[src/rtl/br_write_sched.sv]
// br_write_sched: write-port scheduler and scoreboard for the 32x32 register bank.
// Two writeback requesters share the bank's single write port through a
// round-robin arbiter followed by a one-cycle registered write stage. A
// reservation bitmap lets decode detect read-after-write hazards, including the
// one-cycle window where a write sits in the output stage before the bank commits.
// Optional build macro: ZERO_REG_PROTECT_EN makes register 0 a read-only zero.
// With it, writes and claims to address 0 are accepted but have no effect, and
// hazards on address 0 are suppressed.
module br_write_sched #(
  parameter  int DATA_W = 32,
  parameter  int ADDR_W = 5,
  localparam int NREG   = 2**ADDR_W
) (
  input  logic              clk,
  input  logic              rst_n,
  input  logic              req0_valid,
  input  logic [ADDR_W-1:0] req0_addr,
  input  logic [DATA_W-1:0] req0_data,
  output logic              req0_ready,
  input  logic              req1_valid,
  input  logic [ADDR_W-1:0] req1_addr,
  input  logic [DATA_W-1:0] req1_data,
  output logic              req1_ready,
  input  logic              claim_valid,
  input  logic [ADDR_W-1:0] claim_addr,
  input  logic              flush,
  input  logic [ADDR_W-1:0] rd_addr1,
  input  logic [ADDR_W-1:0] rd_addr2,
  output logic              hazard1,
  output logic              hazard2,
  output logic              RegWrite,
  output logic [ADDR_W-1:0] DE,
  output logic [DATA_W-1:0] DatoIn,
  output logic [NREG-1:0]   busy_map
);

  // last_grant_reg = 1 means requester 1 won most recently, so requester 0 wins the next tie
  logic              last_grant_reg, last_grant_next;
  logic              grant0, grant1, xfer;
  logic [ADDR_W-1:0] xfer_addr;
  logic [DATA_W-1:0] xfer_data;
  logic              wr_en, claim_en;
  logic              regwrite_reg;
  logic [ADDR_W-1:0] de_reg;
  logic [DATA_W-1:0] dato_reg;
  logic [NREG-1:0]   busy_reg, busy_next;
  logic              hz1_raw, hz2_raw;

  // Round-robin arbitration: a lone requester always wins, a tie goes to the one not served last
  always_comb begin
    grant0          = req0_valid && (!req1_valid || last_grant_reg);
    grant1          = req1_valid && (!req0_valid || !last_grant_reg);
    xfer            = grant0 || grant1;
    xfer_addr       = grant1 ? req1_addr : req0_addr;
    xfer_data       = grant1 ? req1_data : req0_data;
    last_grant_next = last_grant_reg;
    if (grant0) last_grant_next = 1'b0;
    if (grant1) last_grant_next = 1'b1;
  end

  assign req0_ready = grant0;
  assign req1_ready = grant1;

`ifdef ZERO_REG_PROTECT_EN
  // Register 0 is hardwired: its writes handshake but are dropped, its claims are ignored
  assign wr_en    = xfer && (xfer_addr != '0);
  assign claim_en = claim_valid && (claim_addr != '0);
`else
  assign wr_en    = xfer;
  assign claim_en = claim_valid;
`endif

  // Arbiter history only advances on an actual transfer
  always_ff @(posedge clk or negedge rst_n) begin
    if (!rst_n) last_grant_reg <= 1'b1;
    else        last_grant_reg <= last_grant_next;
  end

  // Registered write stage; address and data hold their last values between writes
  always_ff @(posedge clk or negedge rst_n) begin
    if (!rst_n) begin
      regwrite_reg <= 1'b0;
      de_reg       <= '0;
      dato_reg     <= '0;
    end else begin
      regwrite_reg <= wr_en;
      if (wr_en) begin
        de_reg   <= xfer_addr;
        dato_reg <= xfer_data;
      end
    end
  end

  assign RegWrite = regwrite_reg;
  assign DE       = de_reg;
  assign DatoIn   = dato_reg;

  // Per-register next state: flush beats everything, a new claim beats a completing write
  generate
    for (genvar gi = 0; gi < NREG; gi++) begin : g_busy
      assign busy_next[gi] = flush                                          ? 1'b0 :
                             (claim_en && (claim_addr == ADDR_W'(gi)))      ? 1'b1 :
                             (xfer && (xfer_addr == ADDR_W'(gi)))           ? 1'b0 :
                             busy_reg[gi];
    end
  endgenerate

  // Reservation bitmap register
  always_ff @(posedge clk or negedge rst_n) begin
    if (!rst_n) busy_reg <= '0;
    else        busy_reg <= busy_next;
  end

  assign busy_map = busy_reg;

  // Hazard = reserved, or being written to the bank this very cycle
  always_comb begin
    hz1_raw = busy_reg[rd_addr1] | (regwrite_reg && (de_reg == rd_addr1));
    hz2_raw = busy_reg[rd_addr2] | (regwrite_reg && (de_reg == rd_addr2));
`ifdef ZERO_REG_PROTECT_EN
    hazard1 = hz1_raw && (rd_addr1 != '0);
    hazard2 = hz2_raw && (rd_addr2 != '0);
`else
    hazard1 = hz1_raw;
    hazard2 = hz2_raw;
`endif
  end

endmodule

[config.mk]
export PLATFORM = sky130hd
export DESIGN_NAME = br_write_sched
export DESIGN_NICKNAME = d
export VERILOG_FILES = /design/src/rtl/br_write_sched.sv
export SDC_FILE = /design/constraint.sdc
export NUM_CORES = 1
export LEC_CHECK = 0
export ABC_AREA = 1
export CORE_UTILIZATION = 46
export DETAILED_ROUTE_END_ITERATION = 16
export PLACE_DENSITY = 0.82
export RECOVER_POWER = 100
export REMOVE_ABC_BUFFERS = 1
export SKIP_CTS_REPAIR_TIMING = 1
export SYNTH_ARGS = -nofsm -noshare
export SYNTH_HDL_FRONTEND = slang
export SYNTH_SLANG_ARGS = --single-unit
[constraint.sdc]
create_clock -name clk -period 2.18 [get_ports clk]
set_input_delay 0.436 -clock clk [delete_from_list [all_inputs] [get_ports clk]]
set_output_delay 0.436 -clock clk [all_outputs]
set_load 0.05 [all_outputs]
# ---- Yosys cells after proc, flatten, opt, wreduce, memory -nomap -nowiden
# Index checks and enable logic that the tools add are counted.
dict set report word_totals {
  register_bits 71
  input_bits 95
  output_inout_bits 74
  elab_cells 317
}
dict set report classes {
  magnitude_cmp 2
  eq_ne 64
  n_mux 104
  bitwise 2
  reduce_logical 109
}
# cell count
set op_table {}
lappend op_table {{== test 5 bit (second input constant)} 32}
lappend op_table {{two-way mux 1 bit} 100}
lappend op_table {{nonzero test 3 bit} 32}
lappend op_table {{== test 5 x 4 -> 1 bit (second input constant)} 16}
lappend op_table {{logical AND 1 bit} 68}
lappend op_table {{== test 5 x 3 -> 1 bit (second input constant)} 8}
lappend op_table {{two-way mux 32 bit} 1}
lappend op_table {{== test 5 x 2 -> 1 bit (second input constant)} 4}
lappend op_table {{less-than comparator 5 x 6 -> 1 bit (second input constant)} 2}
lappend op_table {{binary-select mux 1 bit (select 5 bit)} 2}
lappend op_table {{== test 5 x 1 -> 1 bit (second input constant)} 2}
lappend op_table {{== test 5 bit} 2}
lappend op_table {{zero test 5 bit} 2}
lappend op_table {{two-way mux 5 bit} 1}
lappend op_table {{zero test 1 bit} 3}
lappend op_table {{logical OR 1 bit} 3}
lappend op_table {{OR 1 bit} 2}
lappend op_table {{nonzero test 2 bit} 1}

# ---- Longest topological paths before layout
# Gate-level depths: netlist of run 1.
dict set report logic_depth {
  ltp_word 9
  depth_mapped 10
  mapped_depth_nobuf 10
}

# ---- Least setup slack after synthesis of run 1
# OpenSTA, ideal clock, no wires.
dict set report synth_path {
  path_kind {input -> output}
  start {input req0_valid}
  end {output req0_ready}
  arrival_time_ns 1.614
  required_ns 1.744
  setup_slack_ns 0.130
  cell_stages 2
  path_buffers 0
  cell_sequence {inv_1 -> o21ai_0}
}
dict set report synth_via {
  elab_chain_len 1
}
# item line
set synth_lines {}
lappend synth_lines {{start, declared} 16} ;# input logic req0_valid,
lappend synth_lines {{logical AND 1 bit} 51} ;# grant0 = req0_valid && (!req1_valid || last_grant_reg);
lappend synth_lines {{end, declared} 19} ;# output logic req0_ready,
# No other way between the ends.

# ---- Worst setup path after layout of run 1
dict set report layout_path {
  start {input rd_addr2[2]}
  end {output hazard2}
}
dict set report layout_via {
  elab_chain_len 3
  word_cells_on_any_way 5
  classes_between {eq/ne (1); mux (2); bitwise (1); reduce/logical (1)}
}
# item line
set layout_lines {}
lappend layout_lines {{start, declared} 28} ;# input logic [ADDR_W-1:0] rd_addr2,
lappend layout_lines {{binary-select mux 1 bit (select 5 bit) / == test 5 bit (equally long branches)} 119} ;# hz2_raw = busy_reg[rd_addr2] | (regwrite_reg && (de_reg == rd_addr2));
lappend layout_lines {{two-way mux 1 bit (not written as such) / logical AND 1 bit (equally long branches)} 119}
lappend layout_lines {{OR 1 bit *} 119}
lappend layout_lines {{end, declared} 30} ;# output logic hazard2,
# Every way passes the cells marked *; elsewhere a longest branch is shown, timed or not. The select of a mux whose other input is x is not followed.

==> metrics.csv, run 1 <==
stage,metric,value,unit
grt,grt_pass1_wl,26000,µm
route,drt_iter0_markers,467,
clock_tree,clock_tree_from_tritoncts,yes,
synth,synth_area_per_cell,6.53,µm²
placed_design,gpl.final_weighted_congestion,0.917,
route,postRouteAntennaNets,0,
synth,synth_cell_types,32,
timing,fmax,472,MHz
setup_path,worstPathArrival,1680,ps
floorplanning,dieWidth,103,µm
route,detail_route.vias_per_cell,5.35,
timing,clock-skew-final,4.03,ps
grt,number_of_global_route_vias_before_repair,5158,
synth,yosys.area_share.simple,44.5,%
timing,fin_hold_ws,478,ps
cells_and_area,most-common-layout-cells,"sky130_fd_sc_hd__nand2_1, sky130_fd_sc_hd__nor2_1, sky130_fd_sc_hd__clkdlybuf4s50_1",
clock_tree,clock_sink_count,71,
power,static-leakage-power,3.21,nW
synth,muxShareOfSynthArea,0,%
timing,worstMarginPinSlew,1670,ps
synth,synth_compound_area_share,8.47,%
setup_path,startpoint_type,input port,
cells_and_area,insertedDiodeCount,0,
floorplanning,floorplan.die_area,10500,µm²
flow_run,max_cap_viol_count,1,
run_status,status,finished with violations,
synth,combinational_family_with_the_most_area_after_synthesis,simple AND/OR/NAND/NOR gates,
floorplanning,io-pin-count,169,
synth,synth.yosys.seq_area_share,38.2,%
power,powerDensity,571,nW/µm²
timing,setup_repair_after_global_routing_missed_its_margin,true,
timing,timing_hold_violations_final,0,
route,detail_route.drc_violations,0,
synth,yosysWarningCount,0,
hold_path,min_path_type,flip-flop to flip-flop,
route,routedWlPerCell,16.2,µm
clock_tree,clk_path_buf_depth,2,
cells_and_area,synthToLayoutAreaGrowth,46.5,%
floorplanning,die_y,103,µm
clock_tree,insertion_delay,350,ps
power,vdd.ir_drop.worst,0.403,mV
cells_and_area,finish.cell_count_without_fillers,1028,
clock_tree,cts_inserted_buffers,9,
route,via_count,5500,
clock_tree,clk_pin_slew_worst_paths,80,ps
setup_path,worst_setup_path_end_kind,output pin,
floorplanning,rows,36,
setup_path,setup.worst_path.class,input port to output pin,
route,wl,16700,µm
clock_tree,cts_root_buffer_type,sky130_fd_sc_hd__clkbuf_8,
timing,fin_tns_setup,0,ps
floorplanning,start_util,47.6,%
placed_design,portBuffers,168,
clock_tree,h-tree-depth,3,
placed_design,hpwlAfterDp,12400,µm
synth,synth-adder-area-share,0,%
timing,timing.final.setup_violations,0,
run_status,violations_in_the_final_reports,"max-capacitance violations, max-slew violations",
power,finalPower,0.00389,W
setup_path,cp.required,1740,ps
timing,final.period_utilization,97.1,%
grt,gr-usage-all-layers,32.4,%
synth,synthesis.area,4650,µm²
timing,maxSlewHeadroom,-11.7,%
grt,grt-ovfl-total,0,
placed_design,dp_cells,1007,
grt,antenna_found_initial,0,
synth,synth-seq-cells,71,
cells_and_area,final_nets,985,
timing,min_period,2120,ps
synth,synthesis.instances,712,
synth,synth-xor-area-share,0.188,%
cells_and_area,ratio_of_cells_with_drive_above_1_in_the_final_layout,8.16,%
setup_path,timing.critical_path.fanout_max,5,
cells_and_area,most_common_library_cell_in_the_layout_ignoring_fill_and_taps,sky130_fd_sc_hd__nand2_1,
floorplanning,core_area,9770,µm²
timing,drv_slew,72,
route,drt_pre_antenna_iters,6,
grt,pin_count_of_the_biggest_net_entering_global_routing,72,
per-layer routing:
metal / share of wire, % / up-vias / GRT usage (%)
met5: 0 / - / 0
met4: 2.3 / 0 / 12.5
met3: 7.8 / 31 / 6.17
met2: 48 / 252 / 52.4
met1: 42 / 2561 / 42.9
li1: - / 2656 / -
cell families (layout without fill, tap and decap cells):
kind of cell,after synthesis,after routing
buffers and inverters,97,280
AO/OA/AOI/OAI,58,58
flip-flops,71,71
XOR/XNOR,1,1
AND/OR/NAND/NOR,485,485
cell usage after synthesis, drive strengths merged:
cell type    n  area, µm²
nand2      242        918
a221oi       1       8.76
nor4         1       6.26
nand4        2       12.5
o22ai        6       37.5
and2         1       6.26
or2          1       6.26
nand3b      24        180
nor2       113        429
o21ai       10       57.6
nor3         6       30.0
a21oi        7       35.0
nand3       95        480
clkinv       3       11.3
xor2         1       8.76
o31ai       32        240
dfstp        1       26.3
clkbuf      16       60.1
dfrtp       70       1750
inv         58        218
o211ai       2       15.0
buf         20        113
report_power, final:
| group | switching, W | leakage [nW] | internal [W] |
|---|---|---|---|
| clock network | 0.000534 | 0.0853 | 0.000442 |
| registers | 0.0000745 | 0.895 | 0.00142 |
| logic | 0.000906 | 2.23 | 0.000515 |
| total | 0.00151 | 3.21 | 0.00238 |
worst max-delay path, cell delays in order:
cell and delay (ps):
sky130_fd_sc_hd__clkdlybuf4s50_1 480, sky130_fd_sc_hd__inv_1 200, sky130_fd_sc_hd__nand3_1 120, sky130_fd_sc_hd__nand3_1 100, sky130_fd_sc_hd__nand3_1 70, sky130_fd_sc_hd__nand2_1 80
sky130_fd_sc_hd__nand2_2 60, sky130_fd_sc_hd__buf_12 140
per-stage QoR:
step	setup slack, ps	util (%)	instance area [µm²]
3_3_place_gp	-220	68.1	6660
2_1_floorplan	-237	-	4480
5_1_grt	-13.8	69.7	6810
4_1_cts	-246	69.9	6840
3_5_place_dp	-234	68.1	6660
6_report	63.0	69.7	6810
cell type report:
class                   count  area (µm²)
well taps                 133         166
clock buffers              11         141
multi-input cells         544        2480
repair buffers            200        1950
inverters                  61         240
flip-flops and latches     71        1780
fillers                   861        2960
repair inverters            3        20.0
clock inverters             5        33.8
final timing paths:
kind                           startpoint      endpoint  slack (ps)  cells after the start
max                           rd_addr2[2]       hazard2          60                      8
min reg2reg                    DatoIn[18]    DatoIn[18]         480                      2
min in group asynchronous           rst_n  busy_map[24]         600                      2
max in group asynchronous           rst_n         DE[0]         480                      2
max reg2reg                last_grant_reg  busy_map[12]         230                      9
min                            DatoIn[18]    DatoIn[18]         480                      2
No activity file was read; power rests on OpenSTA's default activity.
==> run 2: changes to the inputs <==
--- a/config.mk
+++ b/config.mk
@@ -6,9 +6,9 @@
 export NUM_CORES = 1
 export LEC_CHECK = 0
 export ABC_AREA = 1
-export CORE_UTILIZATION = 46
+export CORE_UTILIZATION = 40
 export DETAILED_ROUTE_END_ITERATION = 16
-export PLACE_DENSITY = 0.82
+export PLACE_DENSITY = 0.73
 export RECOVER_POWER = 100
 export REMOVE_ABC_BUFFERS = 1
 export SKIP_CTS_REPAIR_TIMING = 1
==> run 2 against run 1 <==
Against the previous run:
- sequential share of layout area fell by 0.58 points
- register-to-register slack improved by 40 ps
- non-clock buffer count fell by 6
- the run now ends clean
- via count fell by 1.7%
- critical endpoint is now busy_map[26]
- global-route usage fell by 3.7 points
- combinational power barely moved
- hold slack got worse by 240 ps
- count of clock-buffer cells in the layout rose by 2
- setup slack barely moved
- flip-flop and latch count did not move
- die area rose by 15%
==> metrics.csv, run 2 (same netlist as run 1, synthesis figures left out) <==
stage,metric,value,unit,change
run_status,status,completed,,
power,vdd.ir_drop.worst,0.481,mV,+19%
floorplanning,dieWidth,110,µm,+7.1%
timing,timing.final.setup_violations,0,,unchanged
grt,pin_count_of_the_biggest_net_entering_global_routing,70,,-2.8%
cells_and_area,ratio_of_cells_with_drive_above_1_in_the_final_layout,7.42,%,-0.74 points
timing,setup_repair_after_global_routing_missed_its_margin,true,,
timing,maxSlewHeadroom,36.0,%,+48 points
power,finalPower,0.00454,W,+17%
timing,worstMarginPinSlew,959,ps,-715 ps
setup_path,slowest_stage,sky130_fd_sc_hd__dlygate4sd3_1,,
floorplanning,floorplan.die_area,12100,µm²,+15%
placed_design,dpl_worst_slack,-271,ps,-36.9 ps
clock_tree,insertion_delay,340,ps,about the same
setup_path,startpoint_type,flip-flop,,
timing,fmax,472,MHz,about the same
power,static-leakage-power,3.28,nW,+2.3%
clock_tree,clock_sink_count,71,,unchanged
setup_path,worst_setup_path_end_kind,output pin,,
clock_tree,clock_tree_from_tritoncts,yes,,
power,powerDensity,651,nW/µm²,+14%
grt,antenna_found_initial,0,,unchanged
floorplanning,die_y,110,µm,+7.1%
placed_design,gpl.final_weighted_congestion,0.945,,+3.1%
floorplanning,core_area,11400,µm²,+16%
route,postRouteAntennaNets,0,,unchanged
power,sw_frac_of_total,33.9,%,-5.0 points
cells_and_area,insertedDiodeCount,0,,unchanged
setup_path,critical_path.n_buffers_inverters,1,,-2
route,detail_route.vias_per_cell,5.23,,-2.2%
placed_design,portBuffers,168,,unchanged
hold_path,min_path_type,input port to async pin,,
route,routedWlPerCell,15.9,µm,-1.8%
grt,number_of_global_route_vias_before_repair,5164,,+0.12%
route,drt_iter0_markers,471,,+0.86%
clock_tree,h-tree-depth,3,,unchanged
cells_and_area,most-common-layout-cells,"sky130_fd_sc_hd__nand2_1, sky130_fd_sc_hd__nor2_1, sky130_fd_sc_hd__nand3_1",,
clock_tree,clk_pin_slew_worst_paths,50,ps,-30 ps
route,drt_pre_antenna_iters,7,,+1
setup_path,worstPathArrival,1680,ps,about the same
route,via_count,5407,,-1.7%
cells_and_area,most_common_library_cell_in_the_layout_ignoring_fill_and_taps,sky130_fd_sc_hd__nand2_1,,
setup_path,cp.required,1740,ps,about the same
power,share_seq_of_total_power,33.0,%,-5.4 points
setup_path,timing.critical_path.fanout_max,4,,-1
cells_and_area,num-fill-cells,1052,,+22%
power,clockPowerShare,36.0,%,+11 points
setup_path,cpLargestDelayFamily,buffers and inverters,,
grt,grt-ovfl-total,0,,unchanged
route,detail_route.drc_violations,0,,unchanged
flow_run,max_cap_viol_count,0,,-1
clock_tree,cts_inserted_buffers,9,,unchanged
floorplanning,io-pin-count,169,,unchanged
clock_tree,clk_path_buf_depth,2,,unchanged
grt,grt_pass1_wl,26400,µm,+1.8%
power,power_switching,0.00154,W,+1.4%
setup_path,setup.worst_path.class,flip-flop to output pin,,
timing,clock-skew-final,4.96,ps,+0.936 ps
cells_and_area,synthToLayoutAreaGrowth,49.7,%,
placed_design,hpwlAfterDp,12200,µm,-1.6%
cells_and_area,final_nets,980,,-0.51%
timing,min_period,2120,ps,+0.133 ps
floorplanning,rows,39,,+8.3%
grt,gr-usage-all-layers,28.7,%,-3.7 points
clock_tree,cts_root_buffer_type,sky130_fd_sc_hd__clkbuf_16,,
power,cell_internal_pwr,0.00300,W,+26%
timing,final.period_utilization,97.1,%,about the same
timing,drv_slew,0,,-100%
route,wl,16500,µm,-1.4%
floorplanning,start_util,40.9,%,-6.7 points
power,share_comb_of_total_power,31.0,%,-5.5 points
timing,timing_hold_violations_final,0,,unchanged
setup_path,crit_path_max_incr_delay,910,ps,+430 ps
timing,setup_ws,62.9,ps,-0.133 ps
setup_path,cp_cell_sequence,dlygate4sd3_1,,
[run 2: cell types whose count changed in the layout (fill, tap and decap cells not counted), moves of 4 or more]
cell	change
sky130_fd_sc_hd__inv_1	+4
sky130_fd_sc_hd__buf_4	+4
sky130_fd_sc_hd__dlygate4sd3_1	+10
sky130_fd_sc_hd__clkbuf_8	-8
sky130_fd_sc_hd__clkbuf_1	-5
sky130_fd_sc_hd__inv_2	-5
sky130_fd_sc_hd__clkdlybuf4s50_1	-6
sky130_fd_sc_hd__clkbuf_16	+9
[run 2: final cells by class]
type	count	area [µm²]	share of cell area [%]
sequential	71	1780	25.5
clock buffer	13	260	3.74
timing repair buffer	194	1930	27.7
inverter	61	244	3.50
timing repair inverter	4	25.0	0.359
clock inverter	3	65.1	0.934
multi-input combinational	544	2480	35.7
tap	143	179	2.57
[run 2: stage by stage]
stage / utilization [%] / cell area, µm² / hold slack, ps / setup TNS, ps / cells
floorplan: - / 4480 / 140 / -3280 / 676
global route: 61.2 / 6960 / 310 / -10.8 / 1033
global placement: 58.4 / 6640 / 438 / -379 / 1013
finish: 61.2 / 6960 / 240 / 0 / 1033
detailed placement: 58.4 / 6640 / 440 / -431 / 1013
CTS: 61.2 / 6960 / 82.6 / -440 / 1029
[run 2: worst paths after layout]
path	startpoint	to	slack, ps	cells after the start
min in group clk	DatoIn[27]	DatoIn[27]	480	2
max in group asynchronous	rst_n	DE[1]	470	2
max reg2reg	last_grant_reg	busy_map[12]	270	8
min reg2reg	DatoIn[27]	DatoIn[27]	480	2
min	rst_n	busy_map[19]	240	1
max	busy_map[26]	busy_map[26]	60	1
[run 2: routing by layer]
| layer | part of all wire (%) | global-route usage (%) |
|---|---|---|
| met5 | 0 | 0 |
| met2 | 49 | 46.6 |
| met1 | 43 | 38.8 |
| met3 | 6.6 | 4.98 |
| met4 | 1.6 | 8.48 |
[run 2: power by group through the flow]
stage          Clock, W  Combinational [W]  Sequential [W]
2_1_floorplan         0           0.000426         0.00186
3_3_place_gp          0            0.00143         0.00152
6_report        0.00163            0.00141         0.00150
5_1_grt         0.00171            0.00151         0.00151
4_1_cts         0.00165            0.00146         0.00150
3_5_place_dp          0            0.00145         0.00152
==> run 3: changes to the inputs <==
--- a/config.mk
+++ b/config.mk
@@ -8,10 +8,12 @@
 export ABC_AREA = 1
 export CORE_UTILIZATION = 40
 export DETAILED_ROUTE_END_ITERATION = 16
-export PLACE_DENSITY = 0.73
+export DONT_BUFFER_PORTS = 1
+export PLACE_DENSITY = 0.58
 export RECOVER_POWER = 100
 export REMOVE_ABC_BUFFERS = 1
 export SKIP_CTS_REPAIR_TIMING = 1
+export SLEW_MARGIN = 20
 export SYNTH_ARGS = -nofsm -noshare
 export SYNTH_HDL_FRONTEND = slang
 export SYNTH_SLANG_ARGS = --single-unit
==> run 3 against run 2 <==
Against the previous run:
- the flow now finishes with violations (max-capacitance violations, max-slew violations)
- total power fell by 12%
- count of clock-buffer cells in the layout fell by 3
- utilization fell by 15 points
- combinational power fell by 49%
- hold slack got worse by 85 ps
- maximum frequency rose by 2.9%
- final cell count fell by 14%
- via count fell by 9.8%
- sequential share of layout area rose by 8.6 points
- critical path type unchanged
==> metrics.csv, run 3 (same netlist as run 1, synthesis figures left out) <==
stage,metric,value,unit,change
run_status,status,finished with violations,,
run_status,violations_in_the_final_reports,"max-capacitance violations, max-slew violations",,
setup_path,startpoint_type,flip-flop,,
grt,pin_count_of_the_biggest_net_entering_global_routing,74,,+5.7%
route,detail_route.vias_per_cell,5.51,,+5.3%
placed_design,dpl_cell_area,5080,µm²,-23%
timing,worstMarginPinSlew,1810,ps,+847 ps
floorplanning,floorplan.die_area,12100,µm²,unchanged
cells_and_area,register_area,1780,µm²,unchanged
clock_tree,cts_root_buffer_type,sky130_fd_sc_hd__clkbuf_16,,
setup_path,worst_setup_path_end_kind,output pin,,
cells_and_area,ratio_of_cells_with_drive_above_1_in_the_final_layout,4.45,%,-3.0 points
power,powerDensity,763,nW/µm²,+17%
placed_design,portBuffers,0,,-100%
power,power_switching,0.00146,W,-5.1%
timing,timing_hold_violations_final,0,,unchanged
timing,maxSlewHeadroom,-20.4,%,-56 points
cells_and_area,most_common_library_cell_in_the_layout_ignoring_fill_and_taps,sky130_fd_sc_hd__nand2_1,,
power,clockPowerShare,37.2,%,+1.2 points
cells_and_area,final_nets,832,,-15%
setup_path,slowest_stage,sky130_fd_sc_hd__dfstp_1,,
floorplanning,rows,39,,unchanged
floorplanning,core_area,11400,µm²,unchanged
clock_tree,h-tree-depth,3,,unchanged
timing,fin_hold_ws,155,ps,-84.8 ps
power,sw_frac_of_total,36.6,%,+2.8 points
cells_and_area,num-fill-cells,1236,,+17%
grt,gr-usage-all-layers,26.2,%,-2.5 points
cells_and_area,synthToLayoutAreaGrowth,11.9,%,
route,wl,14900,µm,-9.4%
setup_path,worstPathArrival,1620,ps,-60 ps
route,postRouteAntennaNets,0,,unchanged
floorplanning,dieWidth,110,µm,unchanged
setup_path,setup.worst_path.class,flip-flop to output pin,,
cells_and_area,most-common-layout-cells,"sky130_fd_sc_hd__nand2_1, sky130_fd_sc_hd__nor2_1, sky130_fd_sc_hd__nand3_1",,
clock_tree,insertion_delay,340,ps,about the same
clock_tree,clock_sink_count,71,,unchanged
setup_path,setup.reg_to_reg.worst_slack,260,ps,about the same
placed_design,dpl_worst_slack,185,ps,+456 ps
flow_run,max_cap_viol_count,1,,+1
route,drt_iter0_markers,443,,-5.9%
floorplanning,io-pin-count,169,,unchanged
clock_tree,clk_path_buf_depth,2,,unchanged
floorplanning,start_util,40.9,%,unchanged
hold_path,min_path_type,input port to flip-flop,,
cells_and_area,multi_input_area,2460,µm²,-1.0%
route,detail_route.drc_violations,0,,unchanged
setup_path,cp.required,1740,ps,about the same
cells_and_area,postLayoutCellArea,5210,µm²,-25%
floorplanning,die_y,110,µm,unchanged
cells_and_area,layout.core_utilization,45.8,%,-15 points
timing,min_period,2060,ps,-59.3 ps
power,cell_internal_pwr,0.00252,W,-16%
timing,fmax,486,MHz,+2.9%
clock_tree,clock_tree_from_tritoncts,yes,,
setup_path,timing.critical_path.fanout_max,6,,+2
timing,final.period_utilization,94.4,%,-2.7 points
power,vdd.ir_drop.worst,0.418,mV,-13%
timing,timing.final.setup_violations,0,,unchanged
cells_and_area,insertedDiodeCount,0,,unchanged
route,routedWlPerCell,16.8,µm,+5.8%
placed_design,gpl.final_weighted_congestion,0.880,,-6.9%
clock_tree,cts_inserted_buffers,9,,unchanged
timing,setup_ws,122,ps,+59.3 ps
power,static-leakage-power,2.46,nW,-25%
timing,clock-skew-final,4.58,ps,-0.380 ps
clock_tree,clk_pin_slew_worst_paths,60,ps,about the same
grt,number_of_global_route_vias_before_repair,4604,,-11%
grt,grt_pass1_wl,23800,µm,-10%
route,via_count,4876,,-9.8%
placed_design,hpwlAfterDp,11100,µm,-9.3%
power,share_comb_of_total_power,18.0,%,-13 points
setup_path,cp_cell_sequence,"nand2_2, o21ai_0, clkbuf_1",,
route,drt_pre_antenna_iters,6,,-1
timing,setup_repair_after_global_routing_missed_its_margin,false,,
timing,drv_slew,72,,+72
power,share_seq_of_total_power,44.8,%,+12 points
grt,grt-ovfl-total,0,,unchanged
grt,antenna_found_initial,0,,unchanged
setup_path,crit_path_max_incr_delay,540,ps,-370 ps
## run 3: cell types whose count changed in the layout (fill, tap and decap cells not counted), moves of 5 or more
cell | before | now
sky130_fd_sc_hd__dlygate4sd3_1 | 65 | 0
sky130_fd_sc_hd__clkdlybuf4s50_1 | 93 | 0
sky130_fd_sc_hd__clkbuf_1 | 3 | 40
sky130_fd_sc_hd__buf_4 | 19 | 6
sky130_fd_sc_hd__clkinvlp_4 | 6 | 1
## run 3: path summary, 6_finish.rpt
kind | from | cells after the start | to
worst max-delay path | last_grant_reg | 3 | req0_ready
worst min-delay path | flush | 1 | busy_map[28]
worst max register to register | last_grant_reg | 7 | busy_map[13]
worst min register to register | last_grant_reg | 2 | last_grant_reg
max in group asynchronous | rst_n | 1 | DatoIn[12]
min in group asynchronous | rst_n | 1 | busy_map[9]
## run 3: routing by layer
| metal | track usage (%) | up-vias | wire length [µm] |
|---|---|---|---|
| met5 | 0 | - | 0 |
| met4 | 8.29 | 0 | 247 |
| met3 | 8.00 | 21 | 1690 |
| met2 | 41.6 | 240 | 6980 |
| met1 | 33.8 | 2273 | 6000 |
| li1 | - | 2342 | - |
## run 3: per-stage QoR
stage	setup TNS (ps)	instances	total power (W)
2_1_floorplan	-3280	676	0.00229
3_3_place_gp	0	868	0.00250
3_5_place_dp	0	868	0.00252
4_1_cts	0	884	0.00402
5_1_grt	0	885	0.00417
6_report	0	885	0.00398
## run 3: power by group through the flow
stage,Sequential (W),Combinational [W],Clock (W)
finish,0.00178,0.000714,0.00148
global route,0.00180,0.000793,0.00158
floorplan,0.00186,0.000426,0
detailed placement,0.00181,0.000710,0
global placement,0.00181,0.000694,0
CTS,0.00179,0.000713,0.00152
## run 3: area by class of cell
type / count / share of cell area [%]
multi-input combinational: 544 / 47.2
sequential: 71 / 34.1
timing repair buffer: 50 / 5.07
clock buffer: 10 / 4.40
inverter: 61 / 4.40
tap: 143 / 3.44
clock inverter: 6 / 1.32
## run 3: worst max-delay path: cells and delay by family, from the launching register on
kind                   cells  cell delay [ps]
AOI/OAI and AO/OA          1              100
buffers and inverters      1              540
DFF                        1              540
and+or+nand+nor            1              100
